[config.mk]
export PLATFORM = sky130hd
export DESIGN_NAME = player_executor
export DESIGN_NICKNAME = d
export VERILOG_FILES = /design/src/rtl/player_executor.sv
export SDC_FILE = /design/constraint.sdc
export NUM_CORES = 1
export LEC_CHECK = 0
export CORE_ASPECT_RATIO = 2
export CORE_MARGIN = 3
export CORE_UTILIZATION = 47
export DETAILED_ROUTE_END_ITERATION = 12
export PLACE_DENSITY = 0.73
export SETUP_SLACK_MARGIN = 0.05
export SLEW_MARGIN = 20
export SYNTH_ARGS = -nofsm -noshare
export SYNTH_HDL_FRONTEND = slang
export SYNTH_SLANG_ARGS = --single-unit
[constraint.sdc]
create_clock -name clk -period 6.4 [get_ports clk]
set_input_delay 1.28 -clock clk [delete_from_list [all_inputs] [get_ports clk]]
set_output_delay 1.28 -clock clk [all_outputs]
set_load 0.05 [all_outputs]
[src/rtl/player_executor.sv]
// Player soul executor: decodes FSM player instructions and keeps the
// soul's arena position, HP, liveness and invulnerability window.
module player_executor #(
  parameter logic [7:0]  X_MIN      = 8'd20,
  parameter logic [7:0]  X_MAX      = 8'd220,
  parameter logic [7:0]  Y_MIN      = 8'd20,
  parameter logic [7:0]  Y_MAX      = 8'd140,
  parameter logic [7:0]  STEP       = 8'd2,
  parameter logic [19:0] MOVE_DIV   = 20'd250000,
  parameter logic [7:0]  HP_MAX     = 8'd100,
  parameter logic [23:0] INV_CYCLES = 24'd5000000
) (
  input  logic        clk,
  input  logic        rst_n,
  input  logic [15:0] playerInstruction,
  input  logic        isMove,
  input  logic        startDmg,
  output logic [7:0]  player_x,
  output logic [7:0]  player_y,
  output logic [7:0]  hp,
  output logic        isDeath,
  output logic        dmg_ack,
  output logic        invuln
);

  typedef enum logic {ALIVE, DEAD} live_e;

  localparam logic [8:0] XS = {1'b0, X_MIN} + {1'b0, X_MAX};
  localparam logic [8:0] YS = {1'b0, Y_MIN} + {1'b0, Y_MAX};
  localparam logic [7:0] X_MID = XS[8:1];
  localparam logic [7:0] Y_MID = YS[8:1];

  live_e       state_q, state_d;
  logic [7:0]  x_q, x_d, y_q, y_d, hp_q, hp_d;
  logic        ack_q, ack_d, men_q, men_d;
  logic [19:0] cool_q, cool_d;
  logic [23:0] inv_q, inv_d;

  logic [3:0] op;
  logic [7:0] arg;
  logic       go;
  logic       is_hpy, is_dpy, is_idg, is_sdg, is_mov, is_shp;
  logic [8:0] sum9, up9, dn9, lf9, rt9;
  logic       unused_ok;

  assign op  = playerInstruction[15:12];
  assign arg = playerInstruction[11:4];
  assign go  = isMove | startDmg;
  assign unused_ok = ^playerInstruction[3:0];

  assign is_hpy = go && (op == 4'd1);
  assign is_dpy = go && (op == 4'd2);
  assign is_idg = go && (op == 4'd3);
  assign is_sdg = go && (op == 4'd4);
  assign is_mov = go && (op == 4'd5);
  assign is_shp = go && (op == 4'd6);

  // 9-bit intermediates so stepping past a bound saturates instead of wrapping
  assign sum9 = {1'b0, hp_q} + {1'b0, arg};
  assign up9  = {1'b0, y_q} - {1'b0, STEP};
  assign dn9  = {1'b0, y_q} + {1'b0, STEP};
  assign lf9  = {1'b0, x_q} - {1'b0, STEP};
  assign rt9  = {1'b0, x_q} + {1'b0, STEP};

  always_comb begin
    x_d     = x_q;
    y_d     = y_q;
    hp_d    = hp_q;
    men_d   = men_q;
    ack_d   = 1'b0;
    state_d = state_q;
    cool_d  = (cool_q != '0) ? cool_q - 20'd1 : cool_q;
    inv_d   = (inv_q != '0) ? inv_q - 24'd1 : inv_q;

    unique case (1'b1)
      is_hpy: begin
        hp_d = (sum9 > {1'b0, HP_MAX}) ? HP_MAX : sum9[7:0];
      end
      is_dpy: begin
        if (inv_q == '0 && state_q == ALIVE) begin
          hp_d  = (arg >= hp_q) ? 8'd0 : hp_q - arg;
          ack_d = 1'b1;
          inv_d = INV_CYCLES;
        end
      end
      is_idg: begin
        x_d    = X_MID;
        y_d    = Y_MID;
        cool_d = '0;
        men_d  = 1'b1;
      end
      is_sdg: begin
        men_d = 1'b0;
      end
      is_mov: begin
        if (men_q && cool_q == '0 && state_q == ALIVE) begin
          cool_d = MOVE_DIV;
          unique case (arg[1:0])
            2'd0: y_d = (up9[8] || up9[7:0] < Y_MIN) ? Y_MIN : up9[7:0];
            2'd1: x_d = (lf9[8] || lf9[7:0] < X_MIN) ? X_MIN : lf9[7:0];
            2'd2: y_d = (dn9 > {1'b0, Y_MAX}) ? Y_MAX : dn9[7:0];
            2'd3: x_d = (rt9 > {1'b0, X_MAX}) ? X_MAX : rt9[7:0];
            default: ;
          endcase
        end
      end
      is_shp: begin
        hp_d  = (arg > HP_MAX) ? HP_MAX : arg;
        inv_d = '0;
      end
      default: ;
    endcase

    unique case (state_q)
      ALIVE: if (hp_d == 8'd0) state_d = DEAD;
      DEAD:  if ((is_hpy || is_shp) && hp_d != 8'd0) state_d = ALIVE;
      default: state_d = ALIVE;
    endcase
  end

  always_ff @(posedge clk or negedge rst_n) begin
    if (!rst_n) begin
      state_q <= ALIVE;
      x_q     <= X_MID;
      y_q     <= Y_MID;
      hp_q    <= HP_MAX;
      ack_q   <= 1'b0;
      men_q   <= 1'b1;
      cool_q  <= '0;
      inv_q   <= '0;
    end else begin
      state_q <= state_d;
      x_q     <= x_d;
      y_q     <= y_d;
      hp_q    <= hp_d;
      ack_q   <= ack_d;
      men_q   <= men_d;
      cool_q  <= cool_d;
      inv_q   <= inv_d;
    end
  end

  assign player_x = x_q;
  assign player_y = y_q;
  assign hp       = hp_q;
  assign isDeath  = (state_q == DEAD);
  assign dmg_ack  = ack_q;
  assign invuln   = (inv_q != '0);

endmodule

==> results.json, run 1 <==
{
  "end_kind": "flip-flop",
  "grtUsageTotal_pct": 23.8,
  "multi_input_area_sq_um": 3200,
  "tritoncts": "yes",
  "firstDrtPassIters": 5,
  "fillers": 964,
  "reg2reg_depth": 9,
  "hold_path.class": "reg2reg",
  "status": "finished clean",
  "design_area_sq_um": 6020,
  "wirelength_um": 13700,
  "power.density_nw_per_um2": 368,
  "insertion_delay_ns": 0.34,
  "crit_arrival_ns": 5.16,
  "synth_area_sq_um": 5190,
  "p_leak_nw": 2.49,
  "ff_latch_area_sq_um": 1740,
  "rows": 53,
  "max_cap_violations": 0,
  "grt_max_degree": 70,
  "pin_count": 47,
  "worst_setup_path_start_kind": "primary input",
  "crit_required_ns": 6.65,
  "cts_sinks": 69,
  "clock_path_buffers": 2,
  "setup_viol_count_final": 0,
  "holdBufCountCts": 0,
  "htreeDepth": 3,
  "io_buffers": 40,
  "synth_edf_count": 0,
  "crit_fanout": 12,
  "drt_drc_violations_left": 0,
  "worst_slack_ns": 1.49,
  "final_core_util_pct": 56.4,
  "core_sq_um": 10700,
  "area.growth.synth_to_final_pct": 15.9,
  "r2r_slack_ns": 2.83,
  "crit_type": "in2reg",
  "relSlewSlack_pct": 33.6,
  "dieWidth_um": 80.3,
  "placed_area_sq_um": 5640,
  "synth_cell_types": 75,
  "hold_slack_ns": 0.481,
  "synth_warnings": 0,
  "die_h_um": 155,
  "ys_seq_area_share_pct": 33.5,
  "die_area_sq_um": 12400,
  "async_flop_share_pct": 100,
  "drv_slew": 0,
  "r2r-start": "cool_q[4]",
  "hpwlAfterDp_um": 10500,
  "cts_root_buf": "clkbuf_16",
  "antenna_cells": 0,
  "tightest_slew_ns": 0.989,
  "gr-total-overflow": 0,
  "fmax_mhz": 204,
  "peakVddDrop_v": 0.000259,
  "hold_violations": 0,
  "grt_pass1_wl_um": 23500,
  "cts.clk_slew.worst_paths_ns": 0.06,
  "drtIter0Drc": 251,
  "drtAntennaViolNets": 0,
  "grt_pass1_vias": 5004,
  "antenna_found_initial": 0,
  "via_count": 4809,
  "gp_congestion": 0.988,
  "synth_seq_cells": 69,
  "synthCells": 631,
  "fin_setup_tns_ns": 0,
  "dp_slack_ns": 1.22,
  "min_period_ns": 4.91,
  "synth_ff_type": "dfrtp_1",
  "clock-skew-final_ns": 0.00662,
  "rsz0062_at_grt": "no",
  "avgRoutedWirePerCell_um": 17.2,
  "post-cts-setup-buffers": 0,
  "numCtsBuffers": 9,
  "nets": 703,
  "finalCritPeriodShare_pct": 76.7,
  "layout-drive-gt1-share_pct": 7.56,
  "vias_per_cell": 6.03,
  "min_from": "men_q",
  "syn_avg_cell_area_sq_um": 8.23,
  "startpoint": "playerInstruction[4]",
  "ctsResizeCount": 0,
  "worst_r2r_endpoint": "player_x[3]",
  "endpoint": "isDeath",
  "start_util_pct": 48.6
}
cells by family after synthesis:
family / Yosys count / share of synthesized area, %
XOR/XNOR: 47 / 7.93
AND/OR/NAND/NOR: 269 / 26.6
other: 1 / 0.0722
adder cells (fa/ha/maj): 28 / 6.99
AO/OA/AOI/OAI: 150 / 19.4
buffers and inverters: 65 / 5.11
flip-flops: 69 / 33.5
multiplexers: 2 / 0.410
metrics by stage:
stage | instances | total power [mW]
2_1_floorplan | 632 | 1.37
3_3_place_gp | 782 | 1.56
3_5_place_dp | 782 | 1.59
4_1_cts | 798 | 2.22
5_1_grt | 798 | 2.37
6_report | 798 | 2.22
synth_stat cells (all sizes together), types with 4 or more instances:
library cell / number / area, sq um
a211oi: 10 / 75.1
a21oi: 42 / 210
a22o: 7 / 61.3
and2: 4 / 25.0
and3: 6 / 37.5
buf: 8 / 51.3
clkbuf: 20 / 75.1
dfrtp: 59 / 1480
dfstp: 10 / 263
ha: 25 / 313
inv: 37 / 139
nand2: 62 / 238
nand2b: 9 / 56.3
nand3: 18 / 90.1
nand4: 9 / 56.3
nor2: 70 / 263
nor2b: 10 / 62.6
nor3: 32 / 181
nor4: 14 / 115
o21a: 4 / 30.0
o21ai: 30 / 158
o21bai: 5 / 37.5
o31a: 4 / 35.0
o31ai: 7 / 52.6
or2: 6 / 37.5
or3: 14 / 87.6
or4: 5 / 45.0
xnor2: 33 / 289
xor2: 14 / 123
sequential cells by signal, summed over array words and instances (netlist names):
signal    flops
men_q         1
player_x      7
dmg_ack       1
inv_q        24
isDeath       1
player_y      7
hp            8
cool_q       20
per-layer routing:
layer / global-route usage, % / wire, um / up-vias
li1: - / - / 2294
met1: 24.4 / 5040 / 2312
met2: 43.5 / 7460 / 153
met3: 3.90 / 503 / 50
met4: 14.1 / 737 / 0
met5: 0 / 0 / -
cell usage in the layout, fill, tap and decap left out, types with 4 or more instances in the layout:
cell,instances
nor4_1,11
clkdlybuf4s50_1,39
nand4_1,9
clkbuf_16,9
or2_2,5
bufinv_16,4
nand3_1,18
o31ai_1,7
nand2_1,60
dfstp_2,10
ha_1,25
and3_1,6
nor3_1,28
o21a_1,4
o21bai_1,5
a21oi_1,42
or3_1,14
inv_1,37
nand2b_1,9
nor2b_1,10
o31a_1,4
o21ai_0,26
and2_1,4
dfrtp_1,59
nor2_1,70
xnor2_1,33
a22o_1,7
a211oi_1,10
xor2_1,14
how the worst min path moves through the flow:
stage                     endpoint  cells past startpoint
after floorplan              men_q                      2
after global placement       men_q                      2
after detailed placement     men_q                      2
after CTS                    men_q                      2
after global routing         men_q                      2
final                        men_q                      2
power breakdown:
group	internal, mW	switching, mW
Sequential	0.583	0.164
Clock	0.422	0.197
Combinational	0.361	0.490
cell type report:
| cell class | instances | area share (%) |
|---|---|---|
| clock buffer | 9 | 3.74 |
| clock inverter | 7 | 2.41 |
| inverter | 37 | 2.31 |
| multi-input combinational | 498 | 53.1 |
| sequential | 69 | 28.9 |
| tap | 137 | 2.85 |
| timing repair buffer | 41 | 6.69 |
worst max-delay path, stage by stage:
cell and delay [ns]:
clkdlybuf4s50_1 0.83, ha_1 0.27, inv_1 0.06, fa_1 0.40, nor2_1 0.17, o31ai_1 0.12, o31ai_1 0.45, nand2_1 0.10
o32ai_1 0.32, nand4bb_1 0.36, o2111ai_1 0.13, or4_1 0.48, o31ai_1 0.19
No activity file was read; power rests on OpenSTA's default activity.
==> inputs of run 2 (changes only) <==
Clock period 6.4 ns to 4.6 ns, I/O delays scaled along.
==> results.json, run 2 (synthesis gave the netlist of run 1 again) <==
{
  "area.growth.synth_to_final_pct": 16.5,
  "clock_path_buffers": 2,
  "fin_setup_tns_ns": 0,
  "min_period_ns": 4.18,
  "die_area_sq_um": 12400,
  "antenna_found_initial": 0,
  "grtUsageTotal_pct": 24.2,
  "insertion_delay_ns": 0.33,
  "start_util_pct": 48.6,
  "tritoncts": "yes",
  "crit_arrival_ns": 4.42,
  "die_h_um": 155,
  "r2r_slack_ns": 1.07,
  "worst_r2r_endpoint": "player_x[3]",
  "max_cap_violations": 0,
  "worst_setup_path_start_kind": "primary input",
  "gp_congestion": 0.975,
  "largest_register_ffs": 24,
  "finalCritPeriodShare_pct": 90.8,
  "reg2reg_depth": 9,
  "crit_required_ns": 4.84,
  "crit_fanout": 7,
  "clock-skew-final_ns": 0.00598,
  "hold_violations": 0,
  "layout-drive-gt1-share_pct": 8.66,
  "io_buffers": 40,
  "drt_drc_violations_left": 0,
  "hold_path.class": "in2async",
  "htreeDepth": 3,
  "max_flop_register": "inv_q",
  "pin_count": 47,
  "firstDrtPassIters": 5,
  "cts_root_buf": "clkbuf_16",
  "avgRoutedWirePerCell_um": 17.5,
  "relSlewSlack_pct": 45.0,
  "gr-total-overflow": 0,
  "grt_pass1_wl_um": 23800,
  "rsz0062_at_grt": "no",
  "antenna_cells": 0,
  "hpwlAfterDp_um": 10800,
  "drv_slew": 0,
  "wirelength_um": 14100,
  "r2r-start": "cool_q[4]",
  "mostFrequentLayoutCells": "nor2_1 (70), nand2_1 (60), dfrtp_1 (59)",
  "cts_sinks": 69,
  "core_sq_um": 10700,
  "numCtsBuffers": 9,
  "via_count": 4910,
  "nets": 713,
  "setup_viol_count_final": 0,
  "power.density_nw_per_um2": 501,
  "power_mw": 3.03,
  "end_kind": "flip-flop",
  "drtIter0Drc": 262,
  "post-cts-setup-buffers": 0,
  "vias_per_cell": 6.08,
  "tightest_slew_ns": 0.825,
  "cts.clk_slew.worst_paths_ns": 0.05,
  "p_leak_nw": 2.53,
  "endpoint": "isDeath",
  "peakVddDrop_v": 0.000421,
  "drtAntennaViolNets": 0,
  "status": "finished clean",
  "startpoint": "playerInstruction[4]",
  "dieWidth_um": 80.3,
  "grt_max_degree": 64,
  "grt_pass1_vias": 5081,
  "final_common_cell": "nor2_1",
  "fmax_mhz": 239,
  "rows": 53,
  "crit_type": "in2reg"
}
[run 2: worst min path at each step]
stage | startpoint | to | slack, ns | depth (start not counted)
3_3_place_gp | men_q | men_q | 0.46 | 2
2_1_floorplan | men_q | men_q | 0.45 | 2
6_report | rst_n | hp[3] | 0.42 | 1
5_1_grt | rst_n | hp[3] | 0.42 | 1
3_5_place_dp | men_q | men_q | 0.47 | 2
4_1_cts | rst_n | hp[3] | 0.41 | 1
[run 2: worst max-delay path, cell delays in order]
cell	delay, ns
clkdlybuf4s50_1	0.51
ha_1	0.17
inv_1	0.05
fa_1	0.41
nor2_1	0.19
o31ai_1	0.14
o31ai_2	0.35
nand2_1	0.10
o32ai_1	0.39
nand4bb_1	0.36
o2111ai_1	0.13
or4_1	0.49
o31ai_1	0.20
[run 2: layout make-up]
type,instances,area [sq um]
Clock buffer,12,256
Clock inverter,3,68.8
Fill cell,962,4630
Inverter,37,139
Multi-Input combinational cell,498,3200
Sequential cell,69,1740
Tap cell,137,171
Timing Repair Buffer,51,478
[run 2: metrics by stage]
step	hold WS (ns)	cells	instance area [sq um]	setup slack, ns	util [%]
after floorplan	0.453	632	5190	1.04	-
after global placement	0.461	792	5720	0.181	53.6
after detailed placement	0.470	792	5720	0.0985	53.6
after CTS	0.414	807	6040	0.447	56.6
after global routing	0.423	807	6050	0.0857	56.7
final	0.416	807	6050	0.423	56.7
[run 2: what timing repair did]
item | in CTS | in global routing
endpoints found under the setup margin | 0 | 1
gates resized for setup | 0 | 1
hold buffers | 0 | 0
[run 2: where the power goes]
group / total [mW] / leakage [nW] / internal, mW / switching [mW]
Clock: 0.753 / 0.159 / 0.502 / 0.251
Combinational: 1.23 / 1.49 / 0.526 / 0.703
Sequential: 1.05 / 0.880 / 0.812 / 0.234
Total: 3.03 / 2.53 / 1.84 / 1.19
[run 2: routing by layer]
layer / GRT usage (%) / vias up / routed length (um)
li1: - / 2323 / -
met1: 24.3 / 2360 / 4960
met2: 45.3 / 173 / 7840
met3: 3.32 / 54 / 555
met4: 14.5 / 0 / 784
met5: 0 / - / 0
